`src/rtl/prio_event_encoder.sv`:
```
// Registered priority encoder: sticky rising-edge pending bits, per-source mask, valid/ready grant port.
// Define PRIO_ROUND_ROBIN_EN for rotating priority; the default build is fixed priority (highest index wins).
module prio_event_encoder #(
  parameter int N = 8
) (
  input  logic                 clk,
  input  logic                 rst,
  input  logic [N-1:0]         req,
  input  logic [N-1:0]         mask,
  input  logic                 clr_ovf,
  output logic                 out_valid,
  input  logic                 out_ready,
  output logic [$clog2(N)-1:0] out_id,
  output logic [N-1:0]         pending,
  output logic [N-1:0]         overflow,
  output logic                 o_dbg_state
);

  localparam int IDW = $clog2(N);

  typedef enum logic {
    S_IDLE    = 1'b0,
    S_PRESENT = 1'b1
  } state_t;

  // Output handshake: out_id is transferred on a cycle where out_valid and out_ready
  // are both high; out_id is held stable while out_valid is high and out_ready is low.

  state_t         r_state;
  state_t         w_state_nxt;
  logic [N-1:0]   r_req_q;
  logic [N-1:0]   r_pending;
  logic [N-1:0]   r_overflow;
  logic [IDW-1:0] r_out_id;

  logic [N-1:0]   w_rise;
  logic [N-1:0]   w_cand;
  logic [IDW-1:0] w_winner;
  logic           w_any;
  logic           w_hs;
  logic           w_load;
  logic [N-1:0]   w_clr;
  logic [N-1:0]   w_ovf_set;

  assign w_rise = req & ~r_req_q;
  assign w_cand = r_pending & mask;
  assign w_any  = |w_cand;
  assign w_hs   = (r_state == S_PRESENT) && out_ready;

`ifdef PRIO_ROUND_ROBIN_EN
  logic [IDW-1:0] r_last_id;
  logic           w_found;

  // Search downward from last_id-1, wrapping to N-1; last_id itself is tried last.
  always_comb begin
    w_winner = '0;
    w_found  = 1'b0;
    for (int k = 1; k <= N; k++) begin
      int idx;
      idx = (int'(r_last_id) >= k) ? (int'(r_last_id) - k) : (int'(r_last_id) + N - k);
      if (!w_found && w_cand[IDW'(idx)]) begin
        w_found  = 1'b1;
        w_winner = IDW'(idx);
      end
    end
  end

  always_ff @(posedge clk or posedge rst) begin
    if (rst) begin
      r_last_id <= '0;
    end else if (w_load) begin
      r_last_id <= w_winner;
    end
  end
`else
  always_comb begin
    w_winner = '0;
    for (int i = 0; i < N; i++) begin
      if (w_cand[i]) begin
        w_winner = IDW'(i);
      end
    end
  end
`endif

  // State register
  always_ff @(posedge clk or posedge rst) begin
    if (rst) begin
      r_state <= S_IDLE;
    end else begin
      r_state <= w_state_nxt;
    end
  end

  // Next-state logic
  always_comb begin
    w_state_nxt = r_state;
    case (r_state)
      S_IDLE:    if (w_any) w_state_nxt = S_PRESENT;
      S_PRESENT: if (w_hs && !w_any) w_state_nxt = S_IDLE;
      default:   w_state_nxt = S_IDLE;
    endcase
  end

  // Output/control decode
  always_comb begin
    w_load = 1'b0;
    case (r_state)
      S_IDLE:    w_load = w_any;
      S_PRESENT: w_load = w_hs && w_any;
      default:   w_load = 1'b0;
    endcase
    w_clr = w_load ? (N'(1) << w_winner) : '0;
    w_ovf_set = w_rise & r_pending & ~w_clr;
    if ((r_state == S_PRESENT) && !w_hs) begin
      w_ovf_set = w_ovf_set | (w_rise & (N'(1) << r_out_id));
    end
  end

  always_ff @(posedge clk or posedge rst) begin
    if (rst) begin
      r_req_q    <= '0;
      r_pending  <= '0;
      r_overflow <= '0;
      r_out_id   <= '0;
    end else begin
      r_req_q   <= req;
      // A new rise wins over the grant clear on the same bit.
      r_pending <= (r_pending & ~w_clr) | w_rise;
      if (clr_ovf) begin
        r_overflow <= w_ovf_set;
      end else begin
        r_overflow <= r_overflow | w_ovf_set;
      end
      if (w_load) begin
        r_out_id <= w_winner;
      end
    end
  end

  assign out_valid   = (r_state == S_PRESENT);
  assign out_id      = r_out_id;
  assign pending     = r_pending;
  assign overflow    = r_overflow;
  assign o_dbg_state = r_state;

endmodule

```
`config.mk`:
```
export PLATFORM = sky130hd
export DESIGN_NAME = prio_event_encoder
export DESIGN_NICKNAME = d
export VERILOG_FILES = /design/src/rtl/prio_event_encoder.sv
export SDC_FILE = /design/constraint.sdc
export NUM_CORES = 1
export LEC_CHECK = 0
export BUFFER_PORTS_ARGS = -buffer_cell sky130_fd_sc_hd__clkbuf_2
export CAP_MARGIN = 20
export CELL_PAD_IN_SITES_DETAIL_PLACEMENT = 2
export CELL_PAD_IN_SITES_GLOBAL_PLACEMENT = 2
export CORE_MARGIN = 2
export CORE_UTILIZATION = 26
export DETAILED_ROUTE_END_ITERATION = 10
export PLACE_DENSITY_LB_ADDON = 0.1
export RECOVER_POWER = 25
export SLEW_MARGIN = 20
export SYNTH_ARGS = -nofsm -noshare
export SYNTH_HDL_FRONTEND = slang
export SYNTH_SLANG_ARGS = --single-unit
```
`constraint.sdc`:
```
create_clock -name clk -period 1.25 [get_ports clk]
set_input_delay 0.25 -clock clk [delete_from_list [all_inputs] [get_ports clk]]
set_output_delay 0.25 -clock clk [all_outputs]
set_load 0.01 [all_outputs]
```
==> metrics <==
Pwr Total 2.60 mW; post-placement cell count 263; worst min path class input port to register; Crit. Startpoint pending[4]; max-cap violation count 0; placer congestion estimate 0.865; syn nets 151; synth cell count leaders dfrtp_1 (28), inv_1 (16), nand2_1 (14), o21ai_0 (11), a21oi_1 (9); Antenna diodes 0; area grow syn2layout 58.8%; Synth top area share 55.2%; root buf cell clkbuf_8; Post-layout nets 228; Crit Path Max Fanout 4; share of layout cells above drive strength 1 46.4%; crit start category register; CP arrival 1.67 ns; cell taking the most area after synthesis dfrtp_1; register area share after synthesis 55.2%; Core ar. 4720 sq um; Avg WL per Cell 17.5 microns; cell count after synthesis 131; htree depth 1; via count 1273; Critical Path RT 1.41 ns; leak pwr 0.937 nW; I/O pins 41; CP Class register to register; Slew Limit Fails 0; first-pass GRT wire length 7.45 mm; clock slew at reported path FFs 0.10 ns; buffers added on ports 40; Finished Layout Cells 274; # DRC 0; CTS max path bufs 2; met1 Use GR 21.9%; Cell Area, Synth 1270 sq um; Chip Width 73.9 microns; fill count 549; fin crit period 1.50 ns; Post-synth EDFFs 0; violated checks setup timing; Synth async-reset ratio 100%; Peak Freq 665 MHz; final hold slack 0.0864 ns; Setup crit end kind register; # rows 25; Starting Density 26.9%; total grt overflow 0; status finished with violations; met2 GRT Util 34.4%; PD cells 1290 nW/um^2; final worst-path cycle share 120%; Distinct cells, synth 31; vias per std cell 4.65; most common cell in the netlist dfrtp_1; Critical R2R Launch pending[4]; Clock Skew 0.00478 ns; Die ar. 5450 sq um; TritonCTS clock tree built; synthesis warning total 0; clock sink total 28; Synth Area per Inst 9.68 sq um; Top FF cell, synth dfrtp_1; drt total wl 4.81 mm; final setup fails 14; GRT Total Usage 18.4%; die height 73.9 microns; VDD IR max 492 uV; worst-margin pin slew 0.780 ns; Synth area leaders dfrtp_1 (55%), inv_1 (4.7%), o21ai_0 (4.3%); Hold Vio Cnt, Final 0; Hold Path Origin req[0]; HPWL Detailed 3.43 mm; initial antenna violation count 0; RSZ-0062 raised after global routing yes; Seq cells post-synth 28; later-pin clock latency in the skew report 0.28 ns; fin worst setup slack -0.255 ns; relative slew slack 48.0%; dpl ws -0.292 ns; final antenna-violating net count 0; CTS buffer count 3; hold buffer count at cts 0; busiest layer in global routing met2; grt met3 use 2.61%; First-pass DRT Iterations 4; Detailed Route Iter0 Violations 36; largest net degree at the start of global routing 29; vias in the first global route 1471
-- final cells by class --
| type | count | area, sq um | area share (%) |
|---|---|---|---|
| clock buffer | 4 | 45.0 | 2.24 |
| multi-input combinational | 84 | 601 | 29.8 |
| tap | 67 | 83.8 | 4.16 |
| inverter | 16 | 60.1 | 2.98 |
| sequential | 28 | 703 | 34.9 |
| timing repair buffer | 75 | 522 | 25.9 |
-- cell usage in the layout, fill, tap and decap left out, types with 3 or more instances in the layout --
cell type / netlist / routed
a21oi_1: 9 / 6
a21oi_2: 0 / 3
buf_2: 0 / 3
buf_4: 1 / 22
buf_6: 0 / 16
clkbuf_1: 2 / 8
clkbuf_2: 0 / 27
clkbuf_8: 0 / 3
dfrtp_1: 28 / 26
inv_1: 16 / 16
nand2_1: 14 / 13
nand2b_1: 4 / 4
nor2_1: 6 / 4
nor2b_1: 6 / 6
o21ai_1: 6 / 11
o21ai_2: 0 / 3
-- critical path: stages, from the launching register on --
cell	delay, ns
dfrtp_1	0.42
a22o_4	0.27
nor3_4	0.23
nand3_2	0.17
o221ai_2	0.20
o21ai_1	0.09
-- state kept, by name (all words and copies together), names as in the netlist --
signal and flops:
r_req_q 8, overflow 8, o_dbg_state 1, pending 8
out_id 3
-- layer usage --
layer  wire, microns  vias to the layer above  part of all wire, %
met5               0                        -                    0
met4              93                        0                  1.9
met3             189                        8                  3.9
met2            2580                       34                   54
met1            1950                      622                   40
li1                -                      609                    -
-- logic make-up after synthesis --
group,Yosys count,share of synthesized area [%]
buffers and inverters,19,5.92
AO/OA/AOI/OAI,41,20.3
multiplexers,1,0.789
AND/OR/NAND/NOR,42,17.8
flip-flops,28,55.2
-- per-stage QoR --
stage          TNS [ns]  utilization, %  area [sq um]
2_1_floorplan    -0.943               -          1280
3_3_place_gp      -1.74            37.2          1760
3_5_place_dp      -2.76            37.2          1760
4_1_cts           -2.02            41.2          1940
5_1_grt           -3.59            42.6          2010
6_report          -2.44            42.6          2010
-- what timing repair did --
item	CTS	global route
gates resized for setup	25	29
buffers inserted	6	4
setup endpoints to repair	18	29
pin swaps	9	5
-- final timing paths --
path / to / slack (ns) / cells past startpoint
setup / recovery: overflow[0] / -0.25 / 5
hold / removal: r_req_q[0] / 0.09 / 1
setup reg to reg: overflow[0] / -0.25 / 5
hold reg to reg: pending[4] / 0.46 / 1
max in group asynchronous: out_id[1] / 0.56 / 3
min in group asynchronous: r_req_q[5] / 0.16 / 3
-- power breakdown --
group | internal (mW) | switching, mW | leakage, nW
Combinational | 0.481 | 0.488 | 0.600
Clock | 0.229 | 0.303 | 0.0228
Sequential | 1.01 | 0.0912 | 0.314
No activity file was read; power rests on OpenSTA's default activity.
